**src/rtl/vga_timing_pkg.sv**
```systemverilog
// 640x480@60 timing constants, receiver FSM states
// and small helpers shared by the VGA generator and receiver.
package vga_timing_pkg;

  localparam int H_SYNC = 96;
  localparam int H_BP   = 48;
  localparam int H_ACT  = 640;
  localparam int H_FP   = 16;
  localparam int H_TOT  = H_SYNC + H_BP + H_ACT + H_FP;

  localparam int V_SYNC = 2;
  localparam int V_BP   = 33;
  localparam int V_ACT  = 480;
  localparam int V_FP   = 10;
  localparam int V_TOT  = V_SYNC + V_BP + V_ACT + V_FP;

  typedef enum logic [1:0] {
    SEARCH = 2'd0,
    TRACK  = 2'd1,
    LOCKED = 2'd2
  } rx_state_e;

  function automatic logic [9:0] sat_inc10(
    input logic [9:0] v
  );
    return (v == 10'h3ff) ? v : v + 10'd1;
  endfunction

endpackage

```
**src/rtl/vga_edge_det.sv**
```systemverilog
// Registers one sync-domain input twice; emits level, rise, fall.
// Ports: clk_i, rst_ni, d_i -> lvl_o, rise_o, fall_o.
module vga_edge_det #(
  parameter logic RST_VAL = 1'b1
) (
  input  logic clk_i,
  input  logic rst_ni,
  input  logic d_i,
  output logic lvl_o,
  output logic rise_o,
  output logic fall_o
);

  logic s_q;
  logic d_q;

  // Reset to the idle level so release never fakes an edge.
  always_ff @(posedge clk_i or negedge rst_ni) begin
    if (!rst_ni) begin
      s_q <= RST_VAL;
      d_q <= RST_VAL;
    end else begin
      s_q <= d_i;
      d_q <= s_q;
    end
  end

  assign lvl_o  = s_q;
  assign rise_o = s_q & ~d_q;
  assign fall_o = ~s_q & d_q;

endmodule

```
**src/rtl/vga_sync_rx.sv**
```systemverilog
// VGA sync receiver: recovers row/col, checks geometry, reports lock.
// Ports: vga_clk, clrn, hs, vs, rdn -> row, col, pix_valid, locked, pulses.
module vga_sync_rx
  import vga_timing_pkg::*;
#(
  parameter int H_TOTAL     = H_TOT,
  parameter int V_TOTAL     = V_TOT,
  parameter int H_ACTIVE    = H_ACT,
  parameter int V_ACTIVE    = V_ACT,
  parameter int LOCK_FRAMES = 2
) (
  input  logic       vga_clk,
  input  logic       clrn,
  input  logic       hs,
  input  logic       vs,
  input  logic       rdn,
  output logic [8:0] row,
  output logic [9:0] col,
  output logic       pix_valid,
  output logic       locked,
  output logic       frame_start,
  output logic       line_err,
  output logic       frame_err
);

  logic s_hs, s_vs, s_rdn;
  logic hs_rise, hs_fall;
  logic vs_rise, vs_fall;
  logic rdn_rise, rdn_fall;

  vga_edge_det u_hs (
    .clk_i (vga_clk),
    .rst_ni(clrn),
    .d_i   (hs),
    .lvl_o (s_hs),
    .rise_o(hs_rise),
    .fall_o(hs_fall)
  );

  vga_edge_det u_vs (
    .clk_i (vga_clk),
    .rst_ni(clrn),
    .d_i   (vs),
    .lvl_o (s_vs),
    .rise_o(vs_rise),
    .fall_o(vs_fall)
  );

  vga_edge_det u_rdn (
    .clk_i (vga_clk),
    .rst_ni(clrn),
    .d_i   (rdn),
    .lvl_o (s_rdn),
    .rise_o(rdn_rise),
    .fall_o(rdn_fall)
  );

  logic unused_ok;
  assign unused_ok = ^{s_hs, s_vs, hs_fall, vs_fall};

  rx_state_e   state_q, state_d;
  logic [7:0]  ok_cnt_q, ok_cnt_d;
  logic        err_seen_q, err_seen_d;

  logic [9:0]  h_cnt_q;
  logic [9:0]  l_cnt_q;
  logic [9:0]  col_q;
  logic [8:0]  row_q;
  logic        first_hs_q;
  logic        frame_start_q;
  logic        line_err_q;
  logic        frame_err_q;
  logic        pix_valid_q;
  logic        pix_valid_d;

  logic        chk_en;
  logic        h_bad, w_bad;
  logic        l_bad, r_bad;
  logic [10:0] l_sum;
  logic        line_err_d;
  logic        frame_err_d;

  // A coincident hs rise is line 0 of the new
  // frame, so it still belongs to the old count.
  assign l_sum  = {1'b0, l_cnt_q}
                + {10'd0, hs_rise};
  assign chk_en = (state_q != SEARCH);

  // col holds run length minus one at rdn rise.
  assign h_bad = hs_rise && !first_hs_q
              && (h_cnt_q != 10'(H_TOTAL - 1));
  assign w_bad = rdn_rise
              && (col_q != 10'(H_ACTIVE - 1));
  assign l_bad = vs_rise
              && (l_sum != 11'(V_TOTAL));
  assign r_bad = vs_rise
              && (row_q != 9'(V_ACTIVE));

  assign line_err_d  = chk_en && (h_bad || w_bad);
  assign frame_err_d = chk_en && (l_bad || r_bad);

  always_ff @(posedge vga_clk or negedge clrn) begin
    if (!clrn) begin
      h_cnt_q       <= '0;
      l_cnt_q       <= '0;
      col_q         <= '0;
      row_q         <= '0;
      first_hs_q    <= 1'b1;
      frame_start_q <= 1'b0;
      line_err_q    <= 1'b0;
      frame_err_q   <= 1'b0;
      pix_valid_q   <= 1'b0;
    end else begin
      h_cnt_q <= hs_rise ? '0 : sat_inc10(h_cnt_q);

      if (vs_rise)      l_cnt_q <= '0;
      else if (hs_rise) l_cnt_q <= sat_inc10(l_cnt_q);

      if (rdn_fall)    col_q <= '0;
      else if (!s_rdn) col_q <= sat_inc10(col_q);

      if (vs_rise)
        row_q <= '0;
      else if (rdn_rise && row_q != 9'h1ff)
        row_q <= row_q + 9'd1;

      // The hs period before tracking began
      // is not trusted.
      if (!chk_en)      first_hs_q <= 1'b1;
      else if (hs_rise) first_hs_q <= 1'b0;

      frame_start_q <= vs_rise;
      line_err_q    <= line_err_d;
      frame_err_q   <= frame_err_d;
      pix_valid_q   <= pix_valid_d;
    end
  end

  always_ff @(posedge vga_clk or negedge clrn) begin
    if (!clrn) begin
      state_q    <= SEARCH;
      ok_cnt_q   <= '0;
      err_seen_q <= 1'b0;
    end else begin
      state_q    <= state_d;
      ok_cnt_q   <= ok_cnt_d;
      err_seen_q <= err_seen_d;
    end
  end

  always_comb begin
    state_d    = state_q;
    ok_cnt_d   = ok_cnt_q;
    err_seen_d = err_seen_q;
    unique case (state_q)
      SEARCH: begin
        if (vs_rise) begin
          state_d    = TRACK;
          ok_cnt_d   = '0;
          err_seen_d = 1'b0;
        end
      end
      TRACK: begin
        if (line_err_d) err_seen_d = 1'b1;
        if (vs_rise) begin
          err_seen_d = 1'b0;
          if (err_seen_q || line_err_d
              || frame_err_d) begin
            ok_cnt_d = '0;
          end else begin
            ok_cnt_d = ok_cnt_q + 8'd1;
            if (ok_cnt_d == 8'(LOCK_FRAMES))
              state_d = LOCKED;
          end
        end
      end
      LOCKED: begin
        // Drop on the registered pulse so lock
        // falls one cycle after the error.
        if (line_err_q || frame_err_q)
          state_d = SEARCH;
      end
      default: state_d = SEARCH;
    endcase
  end

  always_comb begin
    locked      = (state_q == LOCKED);
    pix_valid_d = (state_q == LOCKED) && !s_rdn;
    pix_valid   = pix_valid_q && locked;
  end

  assign row         = row_q;
  assign col         = col_q;
  assign frame_start = frame_start_q;
  assign line_err    = line_err_q;
  assign frame_err   = frame_err_q;

endmodule

```
**config.mk**
```make
export PLATFORM = sky130hd
export DESIGN_NAME = vga_sync_rx
export DESIGN_NICKNAME = d
export VERILOG_FILES = /design/src/rtl/vga_timing_pkg.sv /design/src/rtl/vga_edge_det.sv /design/src/rtl/vga_sync_rx.sv
export SDC_FILE = /design/constraint.sdc
export NUM_CORES = 1
export LEC_CHECK = 0
export ABC_AREA = 0
export CORE_MARGIN = 3
export CORE_UTILIZATION = 35
export DETAILED_ROUTE_END_ITERATION = 10
export GPL_TIMING_DRIVEN = 1
export HOLD_SLACK_MARGIN = 0.1
export PLACE_DENSITY = 0.56
export SLEW_MARGIN = 5
export SYNTH_ARGS = -nofsm -noshare
export SYNTH_HDL_FRONTEND = slang
export SYNTH_SLANG_ARGS = --single-unit
```
**constraint.sdc**
```tcl
create_clock -name vga_clk -period 3.1 [get_ports vga_clk]
set_input_delay 0.62 -clock vga_clk [delete_from_list [all_inputs] [get_ports vga_clk]]
set_output_delay 0.62 -clock vga_clk [all_outputs]
set_load 0.01 [all_outputs]
```
==> results.md, run 1 <==
* Antenna cells at 0
* Netlist cell types at 49
* Unrepaired setup endpoints after global routing: false
* Grt total ovfl at 0
* Top-count cell post-synth: dfrtp_1
* Post-CTS sizing at 0
* Yosys reg bits at 61
* EDFF count, synth at 0
* Critical-path maximum fanout at 10
* FMAX at 377.6 MHz
* Slowest CP cell: a2111oi_4
* Leak pwr at 1.628 nW
* Cell mode on critical path: ha_1
* Gate Count Post-Synth at 318
* Tcrit/Tclk final at 85.42%
* Final clock skew at 11.27 ps
* Cts bufs inserted at 9
* Rows at 33
* IO Count at 29
* CTS clk-pin slew, worst paths at 70 ps
* Longest Clk Path Bufs at 2
* Clock Latency Late Sink at 340 ps
* Initial antenna violation count at 0
* Power Total at 0.001862 W
* Max incr delay on CP at 600 ps
* Synth Area per Inst at 9.884 sq um
* DRT Wirelength at 6303 um
* Via/cell ratio at 5.067
* Ranking of synthesized cells by area: dfrtp_1 43%, dfstp_2 5.9%, nor2_1 5.6%
* DR iter-0 viols at 120
* Yosys warns at 0
* Commonest cells post-synth: 54 x dfrtp_1, 47 x nor2_1, 27 x nand2_1
* Max rail drop VDD at 0.2689 mV
* Post-CTS Setup Bufs at 0
* Hold_buf cts at 0
* Syn Std Cell Area at 3143 sq um
* Die height at 100.8 um
* Vias at 2341
* Gr usage total at 13.41%
* Worst min path class: flip-flop to flip-flop
* Vias in the first global route at 2173
* Startpoint Class: flip-flop
* Hold Violations, Final at 0
* Post-synthesis sequential area ratio at 48.85%
* Largest net degree at the start of global routing at 62
* Top cell type's share of synthesized area at 42.99%
* Measured slew at the worst slew-check pin at 772.3 ps
* Number of port buffers at 28
* Layout overhead on the synthesized area at 19.51%
* Slew margin rel. at 48.52%
* DRT Pass-1 Iters at 4
* DRT antenna net count at 0
* Worst Path Arrival at 2920 ps
* Crit path cell chain: nand2b_1 -> inv_1 -> ha_1 -> ha_1 -> and4b_1 -> nand4_1 -> a2111oi_4 -> and2_0 -> a22o_1
* Power Dens Cells at 495.7 nW/um^2
* Clock Sinks at 61
* Initial Util at 37.13%
* Post-layout nets at 367
* Worst EP required at 3370 ps
* Net count of the mapped netlist at 333
* Min Tclk post-route at 2648 ps
* Die width at 100.8 um
* H-tree lvl count at 3
* Dominant cell type by area after synthesis: dfrtp_1
* HPWL Detailed at 4362 um
* First-pass GRT wire length at 10670 um
* CTS root buffer: clkbuf_8
* Mean routed wirelength per cell at 13.64 um
* Setup_tns at 0 ps
* Share of layout cells above drive strength 1 at 9.524%
* Die ar. at 10150 sq um
* Routability cong. at 0.7385
* Critical path class: flip-flop to flip-flop
* Status: completed
* Core area at 8464 sq um
* Pins Over Slew Limit at 0
* CTS tree: yes
* Ys async rst share at 100.0%
* Final setup viols at 0
* Main synth FF type: dfrtp_1
* Setup crit end kind: flip-flop
* Max-cap violations at 0
* DRC at 0
[worst paths after layout]
path	to	cells past startpoint	slack (ps)	start
max	state_q[1]	9	450	u_hs.d_q
min	u_vs.d_q	0	360	u_vs.lvl_o
max reg2reg	state_q[1]	9	450	u_hs.d_q
min reg2reg	u_vs.d_q	0	360	u_vs.lvl_o
max in group asynchronous	ok_cnt_q[0]	2	2150	clrn
min in group asynchronous	col[3]	2	420	clrn
[layout by cell type, fill, tap and decap left out, types with 3 or more instances in the layout]
master	synthesis	final
dfstp_2	7	7
and2_1	5	5
dfrtp_1	54	54
and3_1	7	7
nand4_1	17	17
buf_4	0	3
clkdlybuf4s50_1	0	27
nand2b_1	3	3
clkbuf_8	0	9
xnor2_1	8	8
ha_1	10	10
nor2b_1	12	12
a21oi_1	6	6
and4_1	5	5
mux2i_1	5	5
nand2_1	27	27
nor3_1	6	6
nand3_1	20	20
o21ai_0	7	7
inv_1	8	8
nand4b_1	5	5
xor2_1	19	19
nor2_1	47	47
[worst max-delay path, delay by kind of cell, from the launching register on]
kind            cells  cell delay (ps)
buf+inv             1               80
simple gates        4              790
fa+ha+maj           2              480
flops               1              510
compound gates      2              730
[power by group]
part | internal [W] | switching (W)
clock | 0.000453 | 0.000320
sequential | 0.000846 | 0.0000613
combinational | 0.0000850 | 0.0000966
total | 0.00138 | 0.000478
[metrics by stage]
step           instances  hold slack (ps)  setup slack [ps]  area (sq um)  utilization (%)
3_5_place_dp         446            355.3             481.0          3541            41.83
3_3_place_gp         446            355.2             543.4          3541            41.83
6_report             462            363.4             452.0          3756            44.38
5_1_grt              462            371.4             270.2          3756            44.38
2_1_floorplan        318            324.4             424.6          3143                -
4_1_cts              462            365.2             438.7          3756            44.38
[layer usage]
metal,up-vias,global-route usage (%),share of wire [%]
met2,36,19.70,45
met5,-,0,0
li1,1191,-,-
met1,1105,18.47,50
met4,0,6.528,1.8
met3,9,3.183,3.1
[cell type report]
type	instances	area, sq um
clock inverters	6	87.58
fillers	798	4708
clock buffers	10	127.6
inverters	8	30.03
repair buffers	31	297.8
multi-input cells	241	1546
well taps	105	131.4
flip-flops and latches	61	1535
[state kept, by name (all words and copies together) (netlist names)]
name,count
first_hs_q,1
u_hs.d_q,1
ok_cnt_q,8
frame_start,1
line_err,1
u_rdn.d_q,1
col,10
l_cnt_q,10
frame_err,1
u_rdn.lvl_o,1
h_cnt_q,10
u_hs.lvl_o,1
u_vs.lvl_o,1
u_vs.d_q,1
err_seen_q,1
pix_valid_q,1
state_q,2
row,9
[kinds of logic after synthesis]
logic type / Yosys count / synth area share, %
DFF: 61 / 48.85
AOI/OAI and AO/OA: 29 / 6.967
adders and majority gates: 10 / 3.981
muxes: 6 / 1.951
and+or+nand+nor: 169 / 28.78
xor gates and xnor gates: 27 / 7.524
buffers and inverters: 16 / 1.950
No activity file was read; power rests on OpenSTA's default activity.
==> inputs of run 2 (changes only) <==
--- a/config.mk
+++ b/config.mk
@@ -8,10 +8,12 @@
 export ABC_AREA = 0
 export CORE_MARGIN = 3
 export CORE_UTILIZATION = 35
+export CTS_CLUSTER_SIZE = 14
 export DETAILED_ROUTE_END_ITERATION = 10
 export GPL_TIMING_DRIVEN = 1
 export HOLD_SLACK_MARGIN = 0.1
 export PLACE_DENSITY = 0.56
+export RECOVER_POWER = 50
 export SLEW_MARGIN = 5
 export SYNTH_ARGS = -nofsm -noshare
 export SYNTH_HDL_FRONTEND = slang
==> results.md, run 2 (same netlist as run 1, synthesis figures left out) <==
* Vias in the first global route at 2173
* Number of port buffers at 28
* Worst Hold Depth at 0
* Initial Util at 37.13%
* Gr usage total at 13.41%
* Die height at 100.8 um
* Vias at 2340
* GR Util met3 at 3.183%
* Worst Path Arrival at 2920 ps
* Number of cells on the worst reg-to-reg path at 9
* Clock Sinks at 61
* Leak pwr at 1.624 nW
* Antenna cells at 0
* Commonest cells after routing, fill and taps aside: 54 x dfrtp_1, 47 x nor2_1, 27 x nand2_1, 24 x clkdlybuf4s50_1, 20 x nand3_1
* DRC at 0
* R2R Path End: state_q[1]
* CTS root buffer: clkbuf_8
* Clock Latency Late Sink at 340 ps
* Number of fill cells in the layout at 801
* CTS tree: yes
* IO Count at 29
* DR iter-0 viols at 121
* Post-CTS sizing at 0
* Core area at 8464 sq um
* Post-CTS Setup Bufs at 0
* Critical path class: flip-flop to flip-flop
* Die width at 100.8 um
* DRT antenna net count at 0
* Hold EP: u_vs.d_q
* Post-layout nets at 367
* Tcrit/Tclk final at 85.40%
* Power Total at 0.001860 W
* Worst EP required at 3370 ps
* Top Usage Layer GRT: met2
* Pins Over Slew Limit at 0
* Measured slew at the worst slew-check pin at 1495 ps
* Hold Violations, Final at 0
* Critical-path maximum fanout at 10
* Setup_tns at 0 ps
* R2R Setup Slk at 450 ps
* Mean routed wirelength per cell at 13.63 um
* Share of layout cells above drive strength 1 at 8.964%
* Cell mode on critical path: ha_1
* Rows at 33
* Slowest CP cell: a2111oi_4
* Max incr delay on CP at 600 ps
* Startpoint Class: flip-flop
* Longest Clk Path Bufs at 2
* DRT Pass-1 Iters at 4
* Max-cap violations at 1
* Final setup viols at 0
* Via/cell ratio at 5.065
* Power Dens Cells at 496.0 nW/um^2
* First-pass GRT wire length at 10670 um
* Slew margin rel. at 0.3544%
* Unrepaired setup endpoints after global routing: false
* Reg2reg start: u_hs.d_q
* Min Tclk post-route at 2647 ps
* Layout overhead on the synthesized area at 19.31%
* Routability cong. at 0.7385
* Global Route met1 Usage at 18.47%
* Worst hold slack at 363.4 ps
* Met2 Use GR at 19.70%
* Worst min path class: flip-flop to flip-flop
* HPWL Detailed at 4362 um
* Max rail drop VDD at 0.2678 mV
* Setup crit end kind: flip-flop
* Commonest non-fill, non-tap cell in the layout: dfrtp_1
* Crit path cell chain: nand2b_1 -> inv_1 -> ha_1 -> ha_1 -> and4b_1 -> nand4_1 -> a2111oi_4 -> and2_0 -> a22o_1
* Die ar. at 10150 sq um
* DRT Wirelength at 6296 um
* Failing checks: max-capacitance violations
* Status: complete, but fails checks
* Hold_buf cts at 0
* Hold Path Origin: u_vs.lvl_o
* Largest net degree at the start of global routing at 62
* Grt total ovfl at 0
* H-tree lvl count at 3
* Initial antenna violation count at 0
* CTS clk-pin slew, worst paths at 70 ps
* Final clock skew at 11.26 ps
* FMAX at 377.7 MHz
* Cts bufs inserted at 9
## run 2: area by class of cell
| class | count | area, sq um | share of cell area (%) |
|---|---|---|---|
| Inverter | 8 | 30.03 | 0.8008 |
| Timing Repair Buffer | 31 | 291.5 | 7.774 |
| Tap cell | 105 | 131.4 | 3.504 |
| Multi-Input combinational cell | 241 | 1546 | 41.24 |
| Clock buffer | 10 | 127.6 | 3.403 |
| Clock inverter | 6 | 87.58 | 2.336 |
| Sequential cell | 61 | 1535 | 40.94 |
## run 2: how the worst max path moves through the flow
stage | depth (start not counted) | to | slack, ps | from
floorplan | 10 | state_q[1] | 420 | u_hs.lvl_o
global placement | 9 | state_q[1] | 540 | u_hs.d_q
detailed placement | 9 | state_q[1] | 480 | u_hs.d_q
CTS | 9 | state_q[1] | 440 | u_hs.d_q
global route | 9 | state_q[1] | 270 | u_hs.d_q
finish | 9 | state_q[1] | 450 | u_hs.d_q
## run 2: per-layer routing
layer,wire length (um),vias up
li1,-,1191
met1,3157,1104
met2,2828,36
met3,198,9
met4,112,0
met5,0,-
## run 2: critical path: cells and delay by family, from the launching register on
| kind | cells | cell delay [ps] |
|---|---|---|
| AND/OR/NAND/NOR | 4 | 790 |
| AO/OA/AOI/OAI | 2 | 730 |
| flip-flops | 1 | 510 |
| adder cells (fa/ha/maj) | 2 | 480 |
| buffers and inverters | 1 | 80 |
## run 2: through the flow
step | util [%] | instances | setup WS (ps) | area (sq um)
after floorplan | - | 318 | 424.6 | 3143
after global placement | 41.83 | 446 | 543.4 | 3541
after detailed placement | 41.83 | 446 | 481.0 | 3541
after CTS | 44.38 | 462 | 438.7 | 3756
after global routing | 44.30 | 462 | 270.2 | 3750
final | 44.30 | 462 | 452.5 | 3750
## run 2: where the power goes
part           leakage (nW)  internal (W)  switching (W)
Clock                 0.110      0.000453       0.000321
Combinational         0.710     0.0000832      0.0000966
Sequential            0.804      0.000846      0.0000613
Total                  1.62       0.00138       0.000478
